### src/rtl/dpram_port_arbiter.sv
// Two-client round-robin arbiter for one DPRAM port, with read-data return routing.
// Optional burst lock (LOCK0/LOCK1, burst counter) is built when DPRAM_ARB_LOCK_EN is defined.
module dpram_port_arbiter #(
    parameter int ADDR_W     = 10,
    parameter int DATA_W     = 16,
    parameter int RD_LATENCY = 2,
    parameter int MAX_BURST  = 8
) (
    input  logic              CLK,
    input  logic              SR_N,
    input  logic              REQ0,
    input  logic              REQ1,
    input  logic              WE0,
    input  logic              WE1,
    input  logic [ADDR_W-1:0] ADDR0,
    input  logic [ADDR_W-1:0] ADDR1,
    input  logic [DATA_W-1:0] WDATA0,
    input  logic [DATA_W-1:0] WDATA1,
`ifdef DPRAM_ARB_LOCK_EN
    input  logic              LOCK0,
    input  logic              LOCK1,
`endif
    output logic              GNT0,
    output logic              GNT1,
    output logic              RVALID0,
    output logic              RVALID1,
    output logic [DATA_W-1:0] RDATA0,
    output logic [DATA_W-1:0] RDATA1,
    output logic              MEM_EN,
    output logic              MEM_WE,
    output logic [ADDR_W-1:0] MEM_ADDR,
    output logic [DATA_W-1:0] MEM_WDATA,
    input  logic [DATA_W-1:0] MEM_RDATA
);

    logic                  gnt0_q, gnt0_d;
    logic                  gnt1_q, gnt1_d;
    logic                  mem_en_q, mem_en_d;
    logic                  mem_we_q, mem_we_d;
    logic [ADDR_W-1:0]     mem_addr_q, mem_addr_d;
    logic [DATA_W-1:0]     mem_wdata_q, mem_wdata_d;
    logic                  last_q, last_d;
    logic [RD_LATENCY-1:0] rv0_q, rv0_d;
    logic [RD_LATENCY-1:0] rv1_q, rv1_d;

    logic elig0, elig1;
    logic sel0, sel1;
    logic hold0, hold1;
    logic rd_issue;

`ifdef DPRAM_ARB_LOCK_EN
    // Wide enough to reach MAX_BURST = 16.
    localparam int CW = 5;
    logic [CW-1:0] burst_q, burst_d;
    logic          lock_ok;
`endif

    always_comb begin
`ifdef DPRAM_ARB_LOCK_EN
        lock_ok = burst_q < CW'(MAX_BURST);
        hold0   = gnt0_q & LOCK0 & lock_ok;
        hold1   = gnt1_q & LOCK1 & lock_ok;
`else
        hold0   = 1'b0;
        hold1   = 1'b0;
`endif
        elig0 = REQ0 & (~gnt0_q | hold0);
        elig1 = REQ1 & (~gnt1_q | hold1);
        // A held lock overrides the round-robin pointer.
        sel0  = elig0 & ~(elig1 & hold1) & (~elig1 | hold0 | last_q);
        sel1  = elig1 & ~sel0;
    end

    always_comb begin
        gnt0_d      = sel0;
        gnt1_d      = sel1;
        mem_en_d    = sel0 | sel1;
        mem_we_d    = 1'b0;
        mem_addr_d  = mem_addr_q;
        mem_wdata_d = mem_wdata_q;
        last_d      = last_q;
        if (sel0) begin
            mem_we_d    = WE0;
            mem_addr_d  = ADDR0;
            mem_wdata_d = WDATA0;
            last_d      = 1'b0;
        end else if (sel1) begin
            mem_we_d    = WE1;
            mem_addr_d  = ADDR1;
            mem_wdata_d = WDATA1;
            last_d      = 1'b1;
        end
    end

    // While MEM_EN is high, last_q names the client that owns the access.
    always_comb begin
        rd_issue = mem_en_q & ~mem_we_q;
        rv0_d    = (rv0_q << 1) | RD_LATENCY'(rd_issue & ~last_q);
        rv1_d    = (rv1_q << 1) | RD_LATENCY'(rd_issue & last_q);
    end

`ifdef DPRAM_ARB_LOCK_EN
    always_comb begin
        if (!(sel0 | sel1)) begin
            burst_d = '0;
        end else if ((sel1 == last_q) && (burst_q != '0)) begin
            burst_d = burst_q + CW'(1);
        end else begin
            burst_d = CW'(1);
        end
    end

    always_ff @(posedge CLK) begin
        if (!SR_N) begin
            burst_q <= '0;
        end else begin
            burst_q <= burst_d;
        end
    end
`endif

    always_ff @(posedge CLK) begin
        if (!SR_N) begin
            gnt0_q      <= 1'b0;
            gnt1_q      <= 1'b0;
            mem_en_q    <= 1'b0;
            mem_we_q    <= 1'b0;
            mem_addr_q  <= '0;
            mem_wdata_q <= '0;
            last_q      <= 1'b1;
            rv0_q       <= '0;
            rv1_q       <= '0;
        end else begin
            gnt0_q      <= gnt0_d;
            gnt1_q      <= gnt1_d;
            mem_en_q    <= mem_en_d;
            mem_we_q    <= mem_we_d;
            mem_addr_q  <= mem_addr_d;
            mem_wdata_q <= mem_wdata_d;
            last_q      <= last_d;
            rv0_q       <= rv0_d;
            rv1_q       <= rv1_d;
        end
    end

    assign GNT0      = gnt0_q;
    assign GNT1      = gnt1_q;
    assign MEM_EN    = mem_en_q;
    assign MEM_WE    = mem_we_q;
    assign MEM_ADDR  = mem_addr_q;
    assign MEM_WDATA = mem_wdata_q;
    assign RVALID0   = rv0_q[RD_LATENCY-1];
    assign RVALID1   = rv1_q[RD_LATENCY-1];
    assign RDATA0    = MEM_RDATA;
    assign RDATA1    = MEM_RDATA;

endmodule
### config.mk
export PLATFORM = sky130hd
export DESIGN_NAME = dpram_port_arbiter
export DESIGN_NICKNAME = d
export VERILOG_FILES = /design/src/rtl/dpram_port_arbiter.sv
export SDC_FILE = /design/constraint.sdc
export NUM_CORES = 1
export LEC_CHECK = 0
export ABC_CLOCK_PERIOD_IN_PS = 1500
export CAP_MARGIN = 20
export CELL_PAD_IN_SITES_DETAIL_PLACEMENT = 1
export CELL_PAD_IN_SITES_GLOBAL_PLACEMENT = 2
export CORE_ASPECT_RATIO = 0.7
export CORE_MARGIN = 1
export CORE_UTILIZATION = 18
export DETAILED_ROUTE_END_ITERATION = 8
export GPL_TIMING_DRIVEN = 0
export HOLD_SLACK_MARGIN = 0.05
export PLACE_DENSITY = 0.81
export SYNTH_ARGS = -nofsm -noshare
export SYNTH_HDL_FRONTEND = slang
export SYNTH_SLANG_ARGS = --single-unit
### constraint.sdc
create_clock -name CLK -period 1.5 [get_ports CLK]
set_input_delay 0.15 -clock CLK [delete_from_list [all_inputs] [get_ports CLK]]
set_output_delay 0.15 -clock CLK [all_outputs]
set_load 0.03 [all_outputs]
Yosys cells after proc, flatten, opt, wreduce, memory -nomap -nowiden
Cells that the tools add are included.

word-level totals
  register bits after elaboration = 35
  bits of input ports = 74
  output and inout port bits = 64

operators by class
  muxes and demuxes = 8
  bitwise operators = 17
  reductions and logical operators = 1

operators with widths
  cell               count
  $mux 16            2
  $mux 10            2
  $and 1x1->1        6
  $not 1->1          5
  $mux 1             4
  $and 1x2->2        1
  $not 1->2          1
  $or 1x1->1         2
  $or 2x1->2         1
  $or 2x2->2         1
  $reduce_bool 2->1  1

Depth between registers and ports, before layout
  word-level depth = 9
  depth in mapped cells = 5
  depth with buffers taken out = 3

Worst setup path after synthesis
OpenSTA, ideal clock, no wires.

  path kind = reg-to-reg
  start = register gnt1_q (netlist: GNT1)
  end = register mem_addr_q[0] (netlist: MEM_ADDR[0])
  data arrival time = 1.251 ns
  data required time = 1.372 ns
  setup slack = 0.121 ns
  stages on the path, launching flop included = 6
  path buffers = 2
  path through = dfxtp_1 -> or3b_4 -> buf_6 -> buf_6 -> nand4_1 -> o221ai_2

between the ends
  cells in the longest elaborated chain, start to end = 8

ends and longest elaborated chain
  what                                RTL line  text
  start: declaration                  37        logic gnt1_q, gnt1_d;
  start signal: assignment            135       gnt1_q <= gnt1_d;
  $not 1->1 *                         68        elig1 = REQ1 & (~gnt1_q | hold1);
  $and 1x1->1 *                       68
  $not 1->1                           70        sel0 = elig0 & ~(elig1 & hold1) & (~elig1 | hold0 | last_q);
  $or 1x1->1                          70
  $and 1x1->1                         70
  $not 1->1                           71        sel1 = elig1 & ~sel0;
  $and 1x1->1                         71
  $reduce_bool 2->1 (no source line)  --
  end signal: assignment              138       mem_addr_q <= mem_addr_d;
  end: declaration                    40        logic [ADDR_W-1:0] mem_addr_q, mem_addr_d;

Every way passes the cells marked *; elsewhere a longest branch is shown, timed or not.
A chain may end at the register's enable or synchronous reset.

Final worst setup path
  start = register mem_en_q (netlist: MEM_EN)
  end = output port MEM_EN

RTL lines
  what                      RTL line  text
  start: declaration        38        logic mem_en_q, mem_en_d;
  start signal: assignment  136       mem_en_q <= mem_en_d;
  end: declaration          29        output logic MEM_EN,

No word-level cell between the ends.

==> flow_summary_export.csv <==
group,metric,value,unit
status,run_status,"finished, final reports clean",
timing,finalSetupViolations,0,
flow_run,max_cap_viol_count,0,
layout,finalNetCount,417,
place,detailed_place_hpwl,5.971,mm
synthesis,synth-seq-area-share,0.3565,
routing,drcViolationCount,0,
timing,fin_crit_sh,0.9709,
synthesis,netlist_area,1966,um2
critical_path,reg2regPathDepth,4,
layout,mostFrequentLayoutCells,"clkdlybuf4s50_1, dfxtp_1, buf_4, o211ai_1, inv_1",
routing,ant_nets,0,
synthesis,ys_top_cells_by_area,"dfxtp_1, buf_4, o211ai_1",
clock_network,tritoncts_num_sinks,35,
critical_path,timing.critical_path.arrival,1310,ps
die,die_height,89.43,um
die,dieArea,11350,um2
critical_path,worst-path-stages,1,
synthesis,netlist-cell-type-count,25,
worst_hold_path,worst_hold_path_type,"in2reg",
critical_path,worstSetupStartpointType,"flop",
die,floorplan.initialDensity,0.1877,
timing,clock_skew_after_layout,4.292,ps
critical_path,cp_data_required_time,1350,ps
global_route,grt_start_max_net_pins,13,
timing,fmax,686.7,MHz
critical_path,worstReg2RegStart,"GNT0$_SDFF_PN0_",
timing,max_slew_margin,0.6251,
worst_hold_path,hp-start,"SR_N",
clock_network,cts_max_level,2,
synthesis,netlist.area_leader.share,0.3565,
global_route,initial_antenna_violation_count,0,
power_and_ir_drop,worst_ir_drop_vdd,0.6446,mV
clock_network,numCtsBuffers,5,
worst_hold_path,min_delay_path_depth,3,
routing,routed_wl,7.665,mm
clock_network,tritoncts,"built",
synthesis,mappedNetlistNets,289,
timing,finalHoldViolCount,0,
synthesis,per_instance_average_area_after_synthesis,9.142,um2
timing,worst_slew_pin_slew,562.3,ps
routing,avgViaCountPerCell,4.418,
global_route,globalRoute.totalOverflow,0,
critical_path,total_buffers_and_inverters_traversed_by_the_critical_path,1,
die,die-width,126.9,um
place,gp_congestion,0.6552,
layout,layout-drive-gt1-share,0.2093,
synthesis,number_of_synthesized_register_bits,35,
synthesis,synth_cells,215,
critical_path,critical_path.endpoint_type,"output pin",
layout,layout.cells.non_filler,476,
power_and_ir_drop,power_density,906.9,nW/um2
timing,worst_slack,43.72,ps
die,rows,31,
critical_path,crit_path_kind,"reg2out",
place,port_buffers,120,
clock_network,buffer_type_at_the_clock_tree_root,"clkbuf_16",
routing,drt_pass1_iterations,4,
critical_path,cell_family_with_the_largest_share_of_critical_path_delay,"buffers and inverters",
routing,route.vias.total,2103,
clock_network,path_clk_slew,60,ps
critical_path,worst_r2r_endpoint,"MEM_WDATA[9]$_SDFFE_PN0P_",
routing,drt_first_iter_violations,56,
global_route,gr-usage-all-layers,0.1341,
routing,wire_per_inst,16.10,um
timing,period_needed,1456,ps
critical_path,biggest_fanout_along_the_worst_timing_path,2,
clock_network,clock_latency_on_the_worst_skew_pair,270,ps
global_route,wire_length_of_the_first_global_routing_pass,11.69,mm
clock_network,holdBufCountCts,0,
die,placeableCoreArea,10470,um2
layout,commonest_non_fill_non_tap_cell_in_the_layout,"clkdlybuf4s50_1",
critical_path,worstPathCellList,"clkdlybuf4s50_1",
synthesis,post-synth-top-area-cell,"dfxtp_1",
critical_path,r2r_setup_slack,120,ps
synthesis,yosys_warnings,0,
clock_network,clock_tree_buf_depth,2,
place,dp_worst_setup_slack,-325.0,ps
critical_path,cpMaxStageDelayCell,"clkdlybuf4s50_1",
place,placed_cells_incl_taps,467,
timing,slew_violations,0,
layout,n_fill_cell,1203,
die,num_io_pins,138,
layout,diodes,0,
critical_path,highest_cell_delay_on_the_worst_timing_path,680,ps
worst_hold_path,hold_end,"MEM_WDATA[3]$_SDFFE_PN0P_",
power_and_ir_drop,leakagePower,1.356,nW
layout,area_growth,78.48,%
global_route,first_global_vias,2205,
==> kinds of logic (layout without fill, tap and decap cells) <==
group | Yosys count | after routing | share of synthesized area
AO/OA/AOI/OAI | 57 | 57 | 0.2705
flip-flops | 35 | 35 | 0.3565
AND/OR/NAND/NOR | 41 | 41 | 0.1305
buffers and inverters | 82 | 211 | 0.2425
==> how the worst max path moves through the flow <==
stage                                 start                  endpoint  slack (ps)
after CTS                 MEM_WE$_SDFF_PN0_                    MEM_WE          20
final                     MEM_EN$_SDFF_PN0_                    MEM_EN          40
after global placement                 REQ0  MEM_ADDR[0]$_SDFFE_PN0P_        -280
after detailed placement               REQ0  MEM_ADDR[1]$_SDFFE_PN0P_        -320
after global routing        GNT0$_SDFF_PN0_  MEM_ADDR[7]$_SDFFE_PN0P_          -5
after floorplan             GNT1$_SDFF_PN0_  MEM_ADDR[0]$_SDFFE_PN0P_         120
==> Yosys cell counts <==
master	number
inv_1	27
nand2_1	2
buf_4	33
buf_6	4
nand2b_1	2
and2_1	2
o221ai_1	16
nor2_1	1
o221ai_2	10
clkbuf_4	1
a21boi_0	2
nand3_2	1
nor2b_2	1
and3_1	1
nor3_1	2
dfxtp_1	35
a21oi_4	1
nor2b_1	1
clkbuf_1	4
nand3_1	1
or3b_4	1
nand4_1	26
o211ai_1	28
buf_1	4
buf_2	9
==> state kept, by name (all words and copies together), names as in the netlist <==
register	cells
last_q	1
GNT1	1
MEM_EN	1
GNT0	1
rv0_q	2
MEM_WDATA	16
rv1_q	2
MEM_WE	1
MEM_ADDR	10
==> layer usage <==
metal	track usage	up-vias	part of all wire
li1	-	1019	-
met1	0.1788	1008	0.48
met2	0.2208	74	0.46
met5	0	-	0
met4	0.02273	0	0.0034
met3	0.03591	2	0.059
==> what timing repair did <==
action | 4_1_cts | 5_1_grt
setup buffers | 0 | 1
resized for setup | 3 | 8
endpoints found under the setup margin | 9 | 23
==> report_power, final <==
group          switching (W)  internal [W]  total [W]
logic               0.000575      0.000516    0.00109
registers          0.0000478       0.00102    0.00107
clock network       0.000413      0.000612    0.00103
total                0.00104       0.00215    0.00318
==> layout make-up <==
type	count	area, um2	area share
inverter	27	101.3	0.02889
clock buffer	5	125.1	0.03566
sequential	35	700.7	0.1997
multi-input combinational	98	793.3	0.2261
clock inverter	3	20.02	0.005706
buffer	55	385.4	0.1098
tap	132	165.2	0.04708
timing repair buffer	121	1217	0.3470
==> stage by stage <==
step | hold slack [ps] | TNS, ps | area, um2 | util | power [W]
after floorplan | 304.4 | 0 | 1966 | - | 0.001677
after global placement | 423.3 | -5431 | 3332 | 0.3182 | 0.002163
after detailed placement | 434.3 | -6423 | 3332 | 0.3182 | 0.002179
after CTS | 390.7 | 0 | 3478 | 0.3321 | 0.003228
after global routing | 424.6 | -8.585 | 3508 | 0.3350 | 0.003352
final | 386.7 | 0 | 3508 | 0.3350 | 0.003182
(Power assumes the default switching activity.)
